<file path="src/rtl/usbh_pkg.sv">
// Shared USB host definitions: PID constants, CRC16 constants, TX state encoding
// and a DATA-class PID validity helper.
package usbh_pkg;

  localparam logic [7:0]  PID_DATA0    = 8'hC3;
  localparam logic [7:0]  PID_DATA1    = 8'h4B;
  localparam logic [7:0]  PID_DATA2    = 8'h87;
  localparam logic [7:0]  PID_MDATA    = 8'h0F;

  localparam logic [15:0] CRC16_INIT   = 16'hFFFF;
  localparam logic [15:0] CRC16_POLY_R = 16'hA001;

  typedef enum logic [2:0] {
    TX_IDLE   = 3'd0,
    TX_PID    = 3'd1,
    TX_DATA   = 3'd2,
    TX_CRC_LO = 3'd3,
    TX_CRC_HI = 3'd4
  } tx_state_e;

  // Upper nibble must be the complement of the lower nibble; DATA class ends in 2'b11.
  function automatic logic pid_is_data(input logic [7:0] pid);
    return (pid[7:4] == ~pid[3:0]) && (pid[1:0] == 2'b11);
  endfunction

endpackage

</file>
<file path="src/rtl/usbh_crc16_byte.sv">
// One-byte step of the USB CRC16 (reflected poly 0xA001, LSB first); purely combinational.
module usbh_crc16_byte
  import usbh_pkg::*;
(
  input  logic [15:0] crc_i,
  input  logic [7:0]  data_i,
  output logic [15:0] crc_o
);

  // Fold the byte in, then shift out eight bits.
  always_comb begin
    crc_o = crc_i ^ {8'h00, data_i};
    for (int i = 0; i < 8; i++) begin
      if (crc_o[0]) begin
        crc_o = (crc_o >> 4'd1) ^ CRC16_POLY_R;
      end else begin
        crc_o = crc_o >> 4'd1;
      end
    end
  end

endmodule

</file>
<file path="src/rtl/usbh_tx_data_pkt.sv">
// USB host DATA packet transmitter: PID, FIFO payload, inverted CRC16 (low byte first).
// Optional build macro USBH_TX_PID_CHECK_EN rejects non-DATA PIDs at start.
module usbh_tx_data_pkt
  import usbh_pkg::*;
#(
  parameter int LEN_W = 11
) (
  input  logic             clk_i,
  input  logic             rst_i,
  input  logic             start_i,
  input  logic [7:0]       pid_i,
  input  logic [LEN_W-1:0] len_i,
  input  logic [7:0]       fifo_data_i,
  input  logic             fifo_empty_i,
  output logic             fifo_pop_o,
  output logic [7:0]       utmi_data_o,
  output logic             utmi_txvalid_o,
  input  logic             utmi_txready_i,
  output logic             busy_o,
  output logic             done_o,
  output logic             underrun_o,
  output logic             pid_err_o
);

  localparam logic [LEN_W-1:0] REM_ZERO = {LEN_W{1'b0}};
  localparam logic [LEN_W-1:0] REM_ONE  = {{(LEN_W-1){1'b0}}, 1'b1};

  tx_state_e        state_q, state_d;
  logic [15:0]      crc_q, crc_d, crc_next_s;
  logic [LEN_W-1:0] rem_q, rem_d;
  logic [7:0]       data_q, data_d;
  logic             txvalid_q, txvalid_d;
  logic             done_q, done_d;
  logic             underrun_q, underrun_d;
  logic             pid_err_q, pid_err_d;
  logic             accept_s, need_byte_s, start_ok_s;

  usbh_crc16_byte u_crc (
    .crc_i  (crc_q),
    .data_i (data_q),
    .crc_o  (crc_next_s)
  );

`ifdef USBH_TX_PID_CHECK_EN
  assign start_ok_s = pid_is_data(pid_i);
`else
  assign start_ok_s = 1'b1;
`endif

  assign accept_s    = txvalid_q & utmi_txready_i;
  // A payload byte is needed after the PID (if any payload) and after every DATA byte but the last.
  assign need_byte_s = ((state_q == TX_PID)  && (rem_q != REM_ZERO)) ||
                       ((state_q == TX_DATA) && (rem_q >  REM_ONE));
  assign fifo_pop_o  = accept_s & need_byte_s & ~fifo_empty_i;

  assign utmi_data_o    = data_q;
  assign utmi_txvalid_o = txvalid_q;
  assign busy_o         = (state_q != TX_IDLE);
  assign done_o         = done_q;
  assign underrun_o     = underrun_q;
  assign pid_err_o      = pid_err_q;

  // Next-state and next-output computation.
  always_comb begin
    state_d    = state_q;
    crc_d      = crc_q;
    rem_d      = rem_q;
    data_d     = data_q;
    txvalid_d  = txvalid_q;
    done_d     = 1'b0;
    underrun_d = 1'b0;
    pid_err_d  = 1'b0;
    case (state_q)
      TX_IDLE: begin
        if (start_i && start_ok_s) begin
          crc_d     = CRC16_INIT;
          rem_d     = len_i;
          data_d    = pid_i;
          txvalid_d = 1'b1;
          state_d   = TX_PID;
        end else begin
          pid_err_d = start_i;
        end
      end
      TX_PID, TX_DATA: begin
        if (accept_s) begin
          if (state_q == TX_DATA) begin
            crc_d = crc_next_s;
            rem_d = (rem_q != REM_ZERO) ? (rem_q - REM_ONE) : rem_q;
          end else begin
            crc_d = crc_q;
          end
          if (!need_byte_s) begin
            data_d  = (state_q == TX_DATA) ? ~crc_next_s[7:0] : ~crc_q[7:0];
            state_d = TX_CRC_LO;
          end else if (!fifo_empty_i) begin
            data_d  = fifo_data_i;
            state_d = TX_DATA;
          end else begin
            txvalid_d  = 1'b0;
            underrun_d = 1'b1;
            state_d    = TX_IDLE;
          end
        end else begin
          state_d = state_q;
        end
      end
      TX_CRC_LO: begin
        if (accept_s) begin
          data_d  = ~crc_q[15:8];
          state_d = TX_CRC_HI;
        end else begin
          state_d = state_q;
        end
      end
      TX_CRC_HI: begin
        if (accept_s) begin
          txvalid_d = 1'b0;
          done_d    = 1'b1;
          state_d   = TX_IDLE;
        end else begin
          state_d = state_q;
        end
      end
      default: begin
        txvalid_d = 1'b0;
        state_d   = TX_IDLE;
      end
    endcase
  end

  // State and registered outputs; reset abandons any packet in flight.
  always_ff @(posedge clk_i or posedge rst_i) begin
    if (rst_i) begin
      state_q    <= TX_IDLE;
      crc_q      <= CRC16_INIT;
      rem_q      <= REM_ZERO;
      data_q     <= 8'h00;
      txvalid_q  <= 1'b0;
      done_q     <= 1'b0;
      underrun_q <= 1'b0;
      pid_err_q  <= 1'b0;
    end else begin
      state_q    <= state_d;
      crc_q      <= crc_d;
      rem_q      <= rem_d;
      data_q     <= data_d;
      txvalid_q  <= txvalid_d;
      done_q     <= done_d;
      underrun_q <= underrun_d;
      pid_err_q  <= pid_err_d;
    end
  end

endmodule

</file>
<file path="config.mk">
export PLATFORM = sky130hd
export DESIGN_NAME = usbh_tx_data_pkt
export DESIGN_NICKNAME = d
export VERILOG_FILES = /design/src/rtl/usbh_pkg.sv /design/src/rtl/usbh_crc16_byte.sv /design/src/rtl/usbh_tx_data_pkt.sv
export SDC_FILE = /design/constraint.sdc
export NUM_CORES = 1
export LEC_CHECK = 0
export ABC_AREA = 1
export CORE_MARGIN = 10
export CORE_UTILIZATION = 40
export CTS_CLUSTER_DIAMETER = 150
export CTS_CLUSTER_SIZE = 30
export DETAILED_ROUTE_END_ITERATION = 7
export GPL_TIMING_DRIVEN = 0
export PLACE_DENSITY = 0.68
export REMOVE_ABC_BUFFERS = 1
export SLEW_MARGIN = 20
export SYNTH_ARGS = -nofsm -noshare
export SYNTH_HDL_FRONTEND = slang
export SYNTH_SLANG_ARGS = --single-unit
</file>
<file path="constraint.sdc">
create_clock -name clk_i -period 2.13 [get_ports clk_i]
set_clock_uncertainty 0.05 [all_clocks]
set_input_delay 0.5325 -clock clk_i [delete_from_list [all_inputs] [get_ports clk_i]]
set_output_delay 0.5325 -clock clk_i [all_outputs]
set_load 0.01 [all_outputs]
</file>
==> impl_results.md, run 1 <==
* Core Util, Final at 55.0%
* Via/cell ratio at 5.20
* Wire length of the first global-routing pass at 13400 um
* Y dimension of the die at 103 um
* Overflow left after global routing at 0
* Violated checks: setup timing
* Filler cell count at 645
* Power density of the placed cells at 1820 nW/um^2
* Average detailed-routed wire length per instance at 15.1 um
* Overall power of the completed layout at 6.75 mW
* Number of clock buffers inserted by TritonCTS at 5
* Initial Utilization at 40.7%
* Violation count after the first detailed-route iteration at 191
* Number of primary I/O pins at 46
* Multi-input combinational cell area at 1540 um^2
* Htree depth at 2
* Synth Area per Inst at 7.11 um^2
* Worst Hold Class: in2async
* Peak supply drop at 782 uV
* Global router's overall resource usage at 16.0%
* Number of maximum-capacitance violations at 0
* Core region area at 6760 um^2
* Num rows at 30
* Overall via count from detail_route at 2783
* Number of antenna diodes at 0
* Maximum root-to-sink buffer count at 2
* Later-pin clock latency in the skew report at 0.30 ns
* Detailed Place HPWL at 5320 um
* Final period util at 112%
* Layout cells sized above 1 at 24.4%
* Yosys top cell area share at 22.7%
* Area enclosed by the die boundary at 10600 um^2
* Number of unique standard cell types used by synthesis at 38
* Final worst setup slack at -0.246 ns
* Nature of the critical path startpoint: flop
* Run status: finished, violations left
* CTS tree: yes
* Number of storage elements in the synthesis netlist at 41
* Largest driver fanout on the critical path at 4
* ANT nets after route at 0
* Placement-stage cell area at 3240 um^2
* Leading post-synthesis cells by cell area: sky130_fd_sc_hd__dfrtp_1 23%, sky130_fd_sc_hd__nand2_1 16%, sky130_fd_sc_hd__dfstp_2 15%
* Area growth, synth to finish at 34.9%
* Syn Inst Count at 387
* Area of all sequential standard cells at 1050 um^2
* Cell at the root of the clock tree: sky130_fd_sc_hd__clkbuf_8
* Cts-stage hold buffer count at 0
* Net total in the final layout at 488
* Final Critical Period at 2.38 ns
* Total negative slack at -0.246 ns
* Leak Pwr at 1.81 nW
* Pre-Repair DR Iteration Count at 5
* Proportion of synthesized flip-flops having asynchronous set or reset at 100%
* Number of synthesized flops with an enable pin at 0
* Required time worst endpoint at 1.55 ns
* Number of global-route vias before repair at 2823
* Dominant register cell in the synthesized netlist: sky130_fd_sc_hd__dfrtp_1
* Number of I/O port buffers at 44
* Cell taking the most area after synthesis: sky130_fd_sc_hd__dfrtp_1
* Pin count of the biggest net entering global routing at 29
* Endpoints failing hold at 0
* Final Cell Area at 3710 um^2
* Clock slew seen by the registers of the worst setup and hold paths at 0.08 ns
* Remaining routing DRC violations at 0
* Most instantiated cells after synthesis: 119 x sky130_fd_sc_hd__nand2_1, 46 x sky130_fd_sc_hd__inv_1, 38 x sky130_fd_sc_hd__o21ai_0
* Number of max-slew violations in the final report at 0
* Sinks on Clock Net at 41
* Upper clock frequency limit at 421 MHz
* Hold Worst Slack at 0.451 ns
* Final setup vio count at 1
* Setup repair after global routing missed its margin: true
* Final RePlAce weighted congestion at 0.862
* Cell with the most instances after synthesis: sky130_fd_sc_hd__nand2_1
* Horizontal die dimension at 103 um
* Critical path endpoint category: output port
* Post-synthesis instance area at 2750 um^2
* Portion of the post-synthesis area used by sequential elements at 38.0%
* Final wirelength at 8090 um
* Number of antenna violations at the first check in global routing at 0
* Category of the most critical setup path: reg2out
* Total number of yosys warnings at 0
* Arrival time at the worst endpoint at 1.79 ns
## per-stage QoR
stage / worst slack, ns / std cells
5_1_grt: -0.344 / 535
6_report: -0.246 / 535
4_1_cts: -0.276 / 532
3_5_place_dp: -1.43 / 500
2_1_floorplan: -0.262 / 375
3_3_place_gp: -1.39 / 499
## final timing paths
check / start / end / slack [ns] / depth (start not counted)
worst max-delay path: rem_q[2] / fifo_pop_o / -0.25 / 11
worst min-delay path: rst_i / underrun_o / 0.45 / 2
worst max register to register: rem_q[2] / utmi_data_o[7] / 0.03 / 14
worst min register to register: crc_q[8] / crc_q[8] / 0.45 / 2
max in group asynchronous: rst_i / crc_q[5] / 1.03 / 3
min in group clk_i: crc_q[8] / crc_q[8] / 0.45 / 2
## state kept, by name, indices dropped and copies added (netlist names)
name	count
crc_q	16
rem_q	11
utmi_data_o	8
state_q	3
done_o	1
underrun_o	1
utmi_txvalid_o	1
## worst max-delay path: stages, from the launching register on
cell                       delay [ns]
sky130_fd_sc_hd__dfrtp_2         0.45
sky130_fd_sc_hd__nor3_4          0.19
sky130_fd_sc_hd__nand2_2         0.10
sky130_fd_sc_hd__nor2_4          0.10
sky130_fd_sc_hd__nand2_2         0.08
sky130_fd_sc_hd__nor2_4          0.12
sky130_fd_sc_hd__o21ai_2         0.07
sky130_fd_sc_hd__nand2_2         0.08
sky130_fd_sc_hd__nand2_4         0.09
sky130_fd_sc_hd__clkinv_8        0.05
sky130_fd_sc_hd__nor3_2          0.03
sky130_fd_sc_hd__buf_2           0.14
## cell usage in the layout (no fill, tap or decap), drive strengths merged
cell / instances
ha: 2
inv: 53
nor2: 35
buf: 28
a2bb2oi: 3
dlygate4sd2: 1
dfstp: 16
clkinv: 3
xor2: 3
conb: 1
clkdlybuf4s50: 42
a21oi: 10
nor3: 5
a21o: 1
nand3: 20
o211ai: 2
dfrtp: 25
a22oi: 10
or2: 2
xnor2: 2
o21ai: 43
a31oi: 5
clkbuf: 7
nor4: 2
nand2: 128
a32oi: 6
## report_power, final
part / internal (mW) / switching (mW)
Clock: 0.293 / 0.280
Sequential: 1.20 / 0.329
Combinational: 1.78 / 2.87
Total: 3.27 / 3.48
## final cells by class
type                            instances  share of cell area, %
Clock buffer                            7                   2.59
Timing Repair inverter                  1                  0.236
Inverter                               54                   6.64
Timing Repair Buffer                   71                   17.8
Tap cell                               80                   2.70
Sequential cell                        41                   28.3
Multi-Input combinational cell        280                   41.5
Clock inverter                          1                  0.135
## per-layer routing
layer	vias up	wire, um	GRT usage [%]
met5	-	0	0
met4	0	171	4.28
met2	96	4210	28.8
met1	1282	3140	18.4
li1	1383	-	-
met3	22	558	3.69
## what timing repair did
item | CTS | global route
setup buffers | 24 | 2
gates cloned | 0 | 1
endpoints found under the setup margin | 40 | 25
pin swaps | 10 | 6
gates resized for setup | 32 | 18
## logic make-up (layout without fill, tap and decap cells)
| family | Yosys count | after routing | share of synthesized area (%) |
|---|---|---|---|
| AO/OA/AOI/OAI | 80 | 80 | 18.2 |
| XOR/XNOR | 5 | 5 | 1.59 |
| adder cells (fa/ha/maj) | 2 | 2 | 0.909 |
| buffers and inverters | 66 | 134 | 10.0 |
| flip-flops | 41 | 41 | 38.0 |
| other | 1 | 1 | 0.136 |
| AND/OR/NAND/NOR | 192 | 192 | 31.1 |
Power figures use the tool's default switching activity.
==> inputs of run 2 (changes only) <==
- SLEW_MARGIN: 20 -> 10
==> impl_results.md, run 2 (same netlist as run 1, synthesis figures left out) <==
* Run status: finished, violations left
* Violated checks: setup timing
* Number of clock buffers inserted by TritonCTS at 5 (unchanged)
* Violation count after the first detailed-route iteration at 148 (-23%)
* Most used cell along the critical path: sky130_fd_sc_hd__nand2_2
* Number of global-route vias before repair at 2749 (-2.6%)
* Switching pwr at 3.34 mW (-3.9%)
* Number of I/O port buffers at 44 (unchanged)
* Core Util, Final at 53.0% (-1.9 points)
* Critical Path Max Stage Delay at 0.45 ns (about the same)
* Global router's overall resource usage at 15.6% (-0.35 points)
* Area growth, synth to finish at 30.1%
* Part of the total power dissipated in sequential elements at 23.4% (+0.7 points)
* Clock share of power at 8.8% (+0.3 points)
* Number of placed instances with taps included at 500 (unchanged)
* Cts-stage hold buffer count at 0 (unchanged)
* Final worst setup slack at -0.257 ns (-0.0108 ns)
* Core region area at 6760 um^2 (unchanged)
* Overflow left after global routing at 0 (unchanged)
* Count of non-filler cells in the finished layout at 527 (-1.5%)
* Number of antenna violations at the first check in global routing at 0 (unchanged)
* Via/cell ratio at 5.13 (-1.3%)
* Final Cell Area at 3580 um^2 (-3.5%)
* Layout cells sized above 1 at 21.3% (-3.1 points)
* Area enclosed by the die boundary at 10600 um^2 (unchanged)
* Setup repair after global routing missed its margin: true
* Final setup vio count at 13 (+12)
* Overall power of the completed layout at 6.48 mW (-3.9%)
* Category of the most critical setup path: reg2out
* Comb power frac at 67.8% (-1.0 points)
* Most common cell after layout, fill and taps aside: sky130_fd_sc_hd__nand2_1
* Htree depth at 2 (unchanged)
* Maximum root-to-sink buffer count at 2 (unchanged)
* Num rows at 30 (unchanged)
* Final period util at 112% (+0.51 points)
* Required time worst endpoint at 1.55 ns (about the same)
* Pre-Repair DR Iteration Count at 4 (-1)
* Later-pin clock latency in the skew report at 0.30 ns (about the same)
* Final RePlAce weighted congestion at 0.862 (unchanged)
* ANT nets after route at 0 (unchanged)
* Upper clock frequency limit at 419 MHz (-0.45%)
* Net total in the final layout at 480 (-1.6%)
* Multi-input combinational cell area at 1500 um^2 (-2.6%)
* Overall via count from detail_route at 2706 (-2.8%)
* Power density of the placed cells at 1810 nW/um^2 (-0.40%)
* Peak supply drop at 861 uV (+10%)
* Worst reg-to-reg setup slack at -0.06 ns (-0.09 ns)
* Worst Hold Class: in2async
* Largest driver fanout on the critical path at 4 (unchanged)
* Initial Utilization at 40.7% (unchanged)
* Area of all sequential standard cells at 1050 um^2 (-0.12%)
* Sw frac at 51.5% (about the same)
* Filler cell count at 656 (+1.7%)
* Final wirelength at 7750 um (-4.2%)
* Horizontal die dimension at 103 um (unchanged)
* Number of primary I/O pins at 46 (unchanged)
* Leak Pwr at 1.76 nW (-2.8%)
* Max FFs per register at 16 (unchanged)
* Clock slew seen by the registers of the worst setup and hold paths at 0.08 ns (about the same)
* Number of max-slew violations in the final report at 0 (unchanged)
* Cell at the root of the clock tree: sky130_fd_sc_hd__clkbuf_8
* Placement-stage cell area at 3240 um^2 (unchanged)
* Average detailed-routed wire length per instance at 14.7 um (-2.7%)
* Detailed Place HPWL at 5260 um (-1.0%)
* Worst path slowest cell: sky130_fd_sc_hd__dfrtp_2
* Wire length of the first global-routing pass at 13100 um (-2.1%)
* Pin count of the biggest net entering global routing at 36 (+24%)
* Internal power consumption at 3.14 mW (-4.0%)
* Arrival time at the worst endpoint at 1.80 ns (about the same)
* Endpoints failing hold at 0 (unchanged)
* Remaining routing DRC violations at 0 (unchanged)
* Nature of the critical path startpoint: flop
* Commonest non-fill, non-tap cells in the layout: 115 x sky130_fd_sc_hd__nand2_1, 45 x sky130_fd_sc_hd__inv_1, 42 x sky130_fd_sc_hd__clkdlybuf4s50_1
* Sinks on Clock Net at 41 (unchanged)
* Cell-by-cell listing of the critical path: nor3_4 -> nand2_2 -> nor2_4 -> nand2_2 -> nor2_4 -> o21ai_2 -> nand2_2 -> nand2_4 -> clkinv_8 -> nor3_2 -> buf_2
* Final Critical Period at 2.39 ns (+0.0108 ns)
* Total negative slack at -0.587 ns (-0.341 ns)
* Critical path endpoint category: output port
* Number of antenna diodes at 0 (unchanged)
* CTS tree: yes
* Largest reg by FF count: crc_q
* Number of maximum-capacitance violations at 0 (unchanged)
* Y dimension of the die at 103 um (unchanged)
-- run 2: worst paths after layout --
check                                  end  startpoint  depth (start not counted)
worst max-delay path            fifo_pop_o    rem_q[0]                         11
worst min register to register    rem_q[9]    rem_q[9]                          2
worst min-delay path              rem_q[1]       rst_i                          2
worst max register to register   crc_q[13]  state_q[2]                         11
min in group clk_i                rem_q[9]    rem_q[9]                          2
max in group asynchronous         crc_q[6]       rst_i                          3
-- run 2: final cells by class --
class	count	area share (%)
multi-input combinational	280	41.9
sequential	41	29.3
timing repair buffer	64	16.7
inverter	54	6.43
tap	80	2.79
clock buffer	7	2.69
clock inverter	1	0.140
-- run 2: power groups by stage --
stage                     combinational, mW  sequential (mW)  clock (mW)
final                                  4.40             1.52       0.573
after floorplan                        2.71             1.49           0
after global placement                 3.70             1.51           0
after global routing                   4.97             1.56       0.623
after detailed placement               3.78             1.53           0
after CTS                              4.26             1.50       0.596
-- run 2: through the flow --
stage | hold WS, ns | setup slack [ns]
after floorplan | 0.411 | -0.262
after global placement | 0.437 | -1.39
after detailed placement | 0.440 | -1.45
after CTS | 0.392 | -0.284
after global routing | 0.410 | -0.395
final | 0.395 | -0.257
-- run 2: layer usage --
| layer | up-vias | global-route usage (%) | routed length, um |
|---|---|---|---|
| li1 | 1368 | - | - |
| met1 | 1251 | 18.3 | 3310 |
| met2 | 72 | 27.4 | 3810 |
| met3 | 15 | 3.89 | 459 |
| met4 | 0 | 4.49 | 173 |
| met5 | - | 0 | 0 |
-- run 2: timing repair --
item / CTS / global route
gates cloned: 0 / 0
gates resized for setup: 28 / 7
setup buffers: 17 / 2
endpoints found under the setup margin: 40 / 35
pin swaps: 9 / 4
-- run 2: worst max-delay path: cells and delay by family, from the launching register on --
kind            cells  cell delay (ns)
buf+inv             2             0.19
simple gates        8             0.79
flops               1             0.45
compound gates      1             0.07
==> inputs of run 3 (changes only) <==
- GPL_ROUTABILITY_DRIVEN: default -> 0
==> results of run 3 <==
The final DEF is identical to that of run 2; final timing and power are the same.
